===== src/rtl/pipelined_cla_adder_pkg.sv =====
// Shared constants for the pipelined carry-lookahead adder: slice width and
// the encoding of the sub (add/subtract) select.
package pipelined_cla_adder_pkg;

   localparam int unsigned CLA_SLICE_W = 4;

   localparam logic OP_ADD = 1'b0;
   localparam logic OP_SUB = 1'b1;

endpackage


===== src/rtl/cla4_slice.sv =====
// 4-bit carry-lookahead slice: sum bits plus group propagate/generate and
// carry-out, all resolved from the slice carry-in without internal ripple.
module cla4_slice
   import pipelined_cla_adder_pkg::*;
(
   input  logic [CLA_SLICE_W-1:0] a_i,
   input  logic [CLA_SLICE_W-1:0] b_i,
   input  logic                   cin_i,
   output logic [CLA_SLICE_W-1:0] s_o,
   output logic                   p_o,
   output logic                   g_o,
   output logic                   cout_o
);

   logic [CLA_SLICE_W-1:0] p;
   logic [CLA_SLICE_W-1:0] g;
   logic [CLA_SLICE_W-1:0] c;

   assign p = a_i ^ b_i;
   assign g = a_i & b_i;

   always_comb begin
      c    = '0;
      c[0] = cin_i;
      c[1] = g[0] | (p[0] & cin_i);
      c[2] = g[1] | (p[1] & g[0]) | (p[1] & p[0] & cin_i);
      c[3] = g[2] | (p[2] & g[1]) | (p[2] & p[1] & g[0]) | (p[2] & p[1] & p[0] & cin_i);
   end

   assign p_o    = &p;
   assign g_o    = g[3] | (p[3] & g[2]) | (p[3] & p[2] & g[1]) | (p[3] & p[2] & p[1] & g[0]);
   assign cout_o = g_o | (p_o & cin_i);
   assign s_o    = p ^ c;

endmodule


===== src/rtl/pipelined_cla_adder.sv =====
// Pipelined adder/subtractor: each stage resolves SLICES_PER_STAGE 4-bit CLA
// slices and registers its carry; operand and finished sum bits travel alongside.
module pipelined_cla_adder
   import pipelined_cla_adder_pkg::*;
#(
   parameter int unsigned WIDTH            = 32,
   parameter int unsigned SLICES_PER_STAGE = 1
) (
   input  logic             clk,
   input  logic             rst_n,
   input  logic             in_valid,
   output logic             in_ready,
   input  logic [WIDTH-1:0] a,
   input  logic [WIDTH-1:0] b,
   input  logic             cin,
   input  logic             sub,
   output logic             out_valid,
   input  logic             out_ready,
   output logic [WIDTH-1:0] sum,
   output logic             cout,
   output logic             ovf
);

   localparam int unsigned StageW  = CLA_SLICE_W * SLICES_PER_STAGE;
   localparam int unsigned Depth   = WIDTH / StageW;
   localparam int unsigned NSlices = WIDTH / CLA_SLICE_W;

   if (SLICES_PER_STAGE == 0 || WIDTH < CLA_SLICE_W || (WIDTH % StageW) != 0) begin : g_param_check
      $error("pipelined_cla_adder: WIDTH must be >= 4 and a multiple of 4*SLICES_PER_STAGE");
   end

   logic             adv;
   logic [WIDTH-1:0] a_q  [Depth];
   logic [WIDTH-1:0] b_q  [Depth];
   logic [WIDTH-1:0] s_q  [Depth];
   logic [Depth-1:0] c_q;
   logic [Depth-1:0] v_q;
   logic             ovf_q;

   logic [WIDTH-1:0]   a_in [Depth];
   logic [WIDTH-1:0]   b_in [Depth];
   logic [WIDTH-1:0]   s_in [Depth];
   logic [WIDTH-1:0]   s_d  [Depth];
   logic [Depth-1:0]   c_in;
   logic [Depth-1:0]   c_d;
   logic [WIDTH-1:0]   s_all;
   logic [NSlices-1:0] p_all;
   logic [NSlices-1:0] g_all;
   logic               ovf_d;
   logic               unused_pg;

   assign adv      = !v_q[Depth-1] || out_ready;
   assign in_ready = adv;

   // Stage k works on the operands held by rank k-1; stage 0 works on the ports.
   always_comb begin
      a_in[0] = a;
      b_in[0] = (sub == OP_SUB) ? ~b : b;
      s_in[0] = '0;
      c_in[0] = cin;
      for (int k = 1; k < Depth; k++) begin
         a_in[k] = a_q[k-1];
         b_in[k] = b_q[k-1];
         s_in[k] = s_q[k-1];
         c_in[k] = c_q[k-1];
      end
   end

   for (genvar i = 0; i < NSlices; i++) begin : g_slice
      localparam int unsigned Stage = i / SLICES_PER_STAGE;
      logic cin_s;
      logic cout_s;
      if ((i % SLICES_PER_STAGE) == 0) begin : g_head
         assign cin_s = c_in[Stage];
      end else begin : g_chain
         assign cin_s = g_slice[i-1].cout_s;
      end
      cla4_slice u_slice (
         .a_i    (a_in[Stage][i*CLA_SLICE_W +: CLA_SLICE_W]),
         .b_i    (b_in[Stage][i*CLA_SLICE_W +: CLA_SLICE_W]),
         .cin_i  (cin_s),
         .s_o    (s_all[i*CLA_SLICE_W +: CLA_SLICE_W]),
         .p_o    (p_all[i]),
         .g_o    (g_all[i]),
         .cout_o (cout_s)
      );
   end

   for (genvar k = 0; k < Depth; k++) begin : g_stage_carry
      assign c_d[k] = g_slice[(k+1)*SLICES_PER_STAGE-1].cout_s;
   end

   // Group propagate/generate are not needed once slices ripple inside a stage.
   assign unused_pg = ^{p_all, g_all};

   always_comb begin
      for (int k = 0; k < Depth; k++) begin
         s_d[k]                      = s_in[k];
         s_d[k][k*StageW +: StageW] = s_all[k*StageW +: StageW];
      end
   end

   // Carry into the MSB recovered from its sum bit: s = a ^ b ^ c.
   assign ovf_d = (a_in[Depth-1][WIDTH-1] ^ b_in[Depth-1][WIDTH-1] ^ s_all[WIDTH-1]) ^ c_d[Depth-1];

   always_ff @(posedge clk or negedge rst_n) begin
      if (!rst_n) begin
         for (int k = 0; k < Depth; k++) begin
            a_q[k] <= '0;
            b_q[k] <= '0;
            s_q[k] <= '0;
         end
         c_q   <= '0;
         v_q   <= '0;
         ovf_q <= 1'b0;
      end else if (adv) begin
         for (int k = 0; k < Depth; k++) begin
            a_q[k] <= a_in[k];
            b_q[k] <= b_in[k];
            s_q[k] <= s_d[k];
         end
         v_q[0] <= in_valid;
         for (int k = 1; k < Depth; k++) begin
            v_q[k] <= v_q[k-1];
         end
         c_q   <= c_d;
         ovf_q <= ovf_d;
      end
   end

   assign out_valid = v_q[Depth-1];
   assign sum       = s_q[Depth-1];
   assign cout      = c_q[Depth-1];
   assign ovf       = ovf_q;

endmodule


===== config.mk =====
export PLATFORM = sky130hd
export DESIGN_NAME = pipelined_cla_adder
export DESIGN_NICKNAME = d
export VERILOG_FILES = /design/src/rtl/pipelined_cla_adder_pkg.sv /design/src/rtl/cla4_slice.sv /design/src/rtl/pipelined_cla_adder.sv
export SDC_FILE = /design/constraint.sdc
export NUM_CORES = 1
export LEC_CHECK = 0
export BUFFER_PORTS_ARGS = -buffer_cell sky130_fd_sc_hd__buf_4
export CORE_ASPECT_RATIO = 1.5
export CORE_UTILIZATION = 25
export DETAILED_ROUTE_END_ITERATION = 8
export PLACE_DENSITY = 0.5
export SYNTH_ARGS = -nofsm -noshare
export SYNTH_HDL_FRONTEND = slang
export SYNTH_SLANG_ARGS = --single-unit

===== constraint.sdc =====
create_clock -name clk -period 1.64 [get_ports clk]
set_input_delay 0.164 -clock clk [delete_from_list [all_inputs] [get_ports clk]]
set_output_delay 0.164 -clock clk [all_outputs]
set_load 0.1 [all_outputs]

Yosys cells after proc, flatten, opt, wreduce, memory -nomap -nowiden
Cells that the tools add are included.
{ "totals": {"reg_bits": 609, "latch_bits": 0, "mem_bits_rw": 0, "mem_bits_ro": 0, "in_bits": 70, "output_inout_bits": 36, "word_cells": 264, "mem_count": 0} }
{ "op_classes": {"add_sub_neg": 0, "mul": 0, "div_mod_pow": 0, "order_cmp": 0, "n_eq_ne": 0, "shifts": 0, "n_mux": 1, "bitwise": 228, "reduce_logical": 10} }
{ "op_table": {"columns": ["operator", "count"], "rows": [
  ["$and A1 B1 Y1", 120],
  ["$or A1 B1 Y1", 80],
  ["$xor A4 B4 Y4", 16],
  ["$and A4 B4 Y4", 8],
  ["$mux W32", 1],
  ["$not A32 Y32", 1],
  ["$reduce_and A4 Y1", 8],
  ["$xor A1 B1 Y1", 3],
  ["$logic_not A1 Y1", 1],
  ["$logic_or A1 B1 Y1", 1]
]} }

Longest topological paths before layout
{ "depth": {"ltp_word": 8, "depth_mapped": 8, "ltp_nobuf": 6} }

Hierarchy
From an unflattened synthesis, not the netlist that was laid out.
{ "unflattened": {"hier_cells": 1061, "hier_area_um2": 17255.3} }
{ "by_module_without_submodules": {"columns": ["module", "instances", "cells_each", "area_per_inst_um2", "seq_area_each_um2"], "rows": [
  ["pipelined_cla_adder", 1, 885, 15760.1, 9634.2],
  ["cla4_slice at g_slice[2].u_slice ...", 5, 22, 182.7, 0.0],
  ["cla4_slice at g_slice[0].u_slice ...", 3, 22, 193.9, 0.0]
]} }

Worst setup path after synthesis
No wires, ideal clock.
{ "synth_path": {"kind": "register to register", "startpoint": "register v_q[7]", "endpoint": "register c_q[0]", "setup_time_ns": 0.153, "arrival_time_ns": 1.952, "required_ns": 1.487, "slack_ns": -0.465, "path_stages_with_launch": 7, "n_path_buf": 3, "period_less_slack_ns": 2.105, "path_cell_list": "dfrtp_1 nor2b_1 buf_4 inv_4 buf_4 buf_2 a21oi_1"} }
{ "synth_between": {"elab_chain_cells": 2} }
{ "synth_rtl": {"columns": ["element", "line", "text"], "rows": [
  ["from (decl)", "pipelined_cla_adder.sv:37", "logic [Depth-1:0] v_q;"],
  ["from (signal, indexed assignment)", "pipelined_cla_adder.sv:124", "v_q[k] <= v_q[k-1];"],
  ["$logic_not A1 Y1", "pipelined_cla_adder.sv:52", "assign adv = !v_q[Depth-1] || out_ready;"],
  ["$logic_or A1 B1 Y1", "pipelined_cla_adder.sv:52", null],
  ["net in_ready", "pipelined_cla_adder.sv:12", "output logic in_ready,"],
  ["to (signal assigned)", "pipelined_cla_adder.sv:113", "c_q <= '0;"],
  ["to (signal assigned)", "pipelined_cla_adder.sv:126", "c_q <= c_d;"],
  ["to (decl)", "pipelined_cla_adder.sv:36", "logic [Depth-1:0] c_q;"]
]} }
The timed path passes the listed nets, and every way through them passes these cells.
A chain may end at the register's enable or synchronous reset.

Final worst setup path
{ "layout_path": {"startpoint": "register v_q[7]", "endpoint": "output in_ready"} }
{ "layout_between": {"elab_chain_cells": 2} }
{ "layout_rtl": {"columns": ["element", "line"], "rows": [
  ["$logic_not A1 Y1", "pipelined_cla_adder.sv:52"],
  ["$logic_or A1 B1 Y1", "pipelined_cla_adder.sv:52"],
  ["to (decl)", "pipelined_cla_adder.sv:12"]
]} }
No other way between the ends.

==> impl_metrics.tcl <==
set metrics [dict create \
    max_freq_mhz 632 \
    hold_viol_final 0 \
    gp_congestion 0.738 \
    syn_inst 1716 \
    reg2reg_to "s_d[55]" \
    p_per_area_nw_per_um2 1970 \
    dp_cells 2577 \
    die_w_um 208 \
    cp.required_ns 1.48 \
    worstMarginPinSlew_ns 0.429 \
    drt_pass1_iterations 4 \
    place_ws_ns 0.0400 \
    cts.path.max_buffers 3 \
    ys_seq_elements 385 \
    clkPwrFrac_pct 22.8 \
    grt-ovfl-total 0 \
    wl_per_cell_um 13.0 \
    reg2reg_setup_slack_ns 0.11 \
    grt_pass1_wl_um 58700 \
    peakVddDrop_uv 727 \
    final_cells 2716 \
    start_kind "flip-flop" \
    wl_um 35400 \
    dieArea_um2 64500 \
    ys_warn_count 0 \
    fin_nets 1997 \
    max_stage_delay_ns 0.36 \
    endpoint_kind "output port" \
    slew_headroom_pct 71.4 \
    root_buffer "clkbuf_16" \
    dr.first_iter.drc_count 546 \
    r2r-start "v_q[7]" \
    min_period_over_period_pct 96.4 \
    htreeDepth 2 \
    crit_end "in_ready" \
    hold_slack_ns 0.0210 \
    placementRows 112 \
    cp.arrival_ns 1.42 \
    clock-sinks 385 \
    multi_input_area_um2 5570 \
    sequentialPowerShare_pct 41.5 \
    regArea_um2 9640 \
    clk_transition_reported_paths_ns 0.06 \
    ant_nets 0 \
    setup_viol 0 \
    ys_seq_area_share_pct 60.7 \
    clk_latency_ns 0.55 \
    dieHeight_um 311 \
    via_count 11200 \
    avgViaCountPerCell 4.12 \
    cap_violations 0 \
    hold_path_class "in2reg" \
    core_area_um2 62500 \
    grtUsageTotal_pct 11.0 \
    p_leak_nw 10.0 \
    synth_cell_types 22 \
    grt_pass1_vias 11400 \
    cts_tree "done" \
    p_comb_share_pct 35.6 \
    synth_area_um2 15900 \
    cp_max_fo 3 \
    status "complete, no violations" \
    slowest_stage "dfrtp_2" \
    syn2layout_area_growth_pct 24.3 \
    path_cells "nor2b_4 > clkinv_8 > buf_6" \
    post_dp_cell_area_um2 17600 \
    timing.final.ws_setup_ns 0.0582 \
    switching_share_pct 39.0 \
    crit_type "reg2out" \
    maxSlewViolCount 0 \
    worstSetupStartpoint "v_q[7]" \
    period_needed_ns 1.58 \
    portBuffers 105 \
    syn_avg_cell_area_um2 9.24 \
    ff2ff_path_depth 5 \
    nFillCells 6562 \
    antenna_found_initial 3 \
    numCtsBuffers 39 \
    synth_nets 1826 \
    final_cell_area_um2 19700 \
    finClkSkew_ns 0.0271 \
    initial_core_util_pct 25.4 \
    grt_max_degree 125 \
    drc 0 \
    internal-power_mw 23.7 \
    drive_above_1_share_pct 12.2 \
    pin_count 106 \
    p_sw_mw 15.1 \
    dpl.hpwl_um 22400 \
]
[power by group through the flow]
stage / combinational, mW / sequential [mW] / clock [mW]
6_report: 13.8 / 16.1 / 8.87
5_1_grt: 15.7 / 16.7 / 9.57
4_1_cts: 13.8 / 16.2 / 9.21
3_5_place_dp: 13.5 / 16.3 / 0
3_3_place_gp: 13.2 / 16.2 / 0
2_1_floorplan: 7.76 / 18.6 / 0
[what timing repair did]
item | in CTS | in global routing
gates resized for setup | 2 | 12
gates cloned | 2 | 5
hold buffers | 57 | 0
setup buffers | 3 | 0
hold endpoints to repair | 317 | 0
setup endpoints to repair | 1 | 138
[cell type report]
class                   instances  area share, %
repair buffers                217           11.0
diodes                          1         0.0127
flip-flops and latches        385           48.9
multi-input cells            1235           28.3
repair inverters                2         0.0888
clock buffers                  55           5.56
inverters                       7          0.197
clock inverters                16          0.914
well taps                     798           5.06
[stage by stage]
stage / util (%) / setup TNS, ns / power, mW
2_1_floorplan: - / 0 / 26.3
3_3_place_gp: 28.2 / 0 / 29.4
3_5_place_dp: 28.2 / 0 / 29.8
4_1_cts: 31.2 / 0 / 39.2
5_1_grt: 31.6 / -0.00678 / 42.0
6_report: 31.6 / 0 / 38.8
[worst min path at each step]
stage / cells after the start / endpoint / from
floorplan: 0 / a_in[112] / rst_n
CTS: 3 / b_in[202] / b[10]
global placement: 1 / sum[28] / rst_n
finish: 3 / b_in[202] / b[10]
global route: 3 / b_in[202] / b[10]
detailed placement: 1 / sum[30] / rst_n
[cells in the mapped netlist]
master,number,area (um2)
mux2i_1,1,10.0
xnor2_1,42,368
dfrtp_1,385,9630
buf_2,43,215
ha_1,32,400
o21bai_1,8,60.1
fa_1,8,160
buf_4,7,52.6
clkbuf_2,1,5.00
clkbuf_1,4,15.0
nor2b_1,1,6.26
a211oi_1,15,113
xor2_1,7,61.3
nand2b_1,1,6.26
nand2_1,1008,3780
a21oi_1,23,115
a21o_1,8,60.1
o21ai_0,66,330
inv_1,6,22.5
buf_6,34,383
inv_4,1,6.26
nor2_1,15,56.3
[metal layers]
layer | wire [um] | share of wire [%] | vias to the layer above | global-route usage [%]
met5 | 14 | 0.040 | - | 0
met4 | 1090 | 3.1 | 2 | 4.29
met3 | 1060 | 3.0 | 67 | 1.60
met2 | 17800 | 50 | 126 | 19.3
met1 | 15400 | 44 | 5328 | 13.5
li1 | - | - | 5662 | -
[flip-flops by register name, summed over array words and instances (netlist names)]
register	cells
s_d	112
sum	32
ovf	1
c_q	8
b_in	112
v_q	8
a_in	112
[critical path, delay by kind of cell, from the launching register on]
kind / cells / cell delay (ns)
buffers and inverters: 2 / 0.27
DFF: 1 / 0.36
and+or+nand+nor: 1 / 0.26
[layout by cell type, fill, tap and decap left out, types with 16 or more instances in the layout]
cell / count
a21oi_1: 23
buf_12: 16
buf_4: 131
clkbuf_16: 44
dfrtp_1: 384
dlygate4sd3_1: 57
ha_1: 32
nand2_1: 1008
o21ai_0: 66
xnor2_1: 42
[cells by family (layout without fill, tap and decap cells)]
family	after synthesis	count (layout)	synth area share (%)
xor gates and xnor gates	49	49	2.71
DFF	385	385	60.7
muxes	1	1	0.0631
adders and majority gates	40	40	3.53
and+or+nand+nor	1025	1025	24.3
AOI/OAI and AO/OA	120	120	4.27
other	0	1	0
buffers and inverters	96	297	4.41
Power figures use the tool's default switching activity.
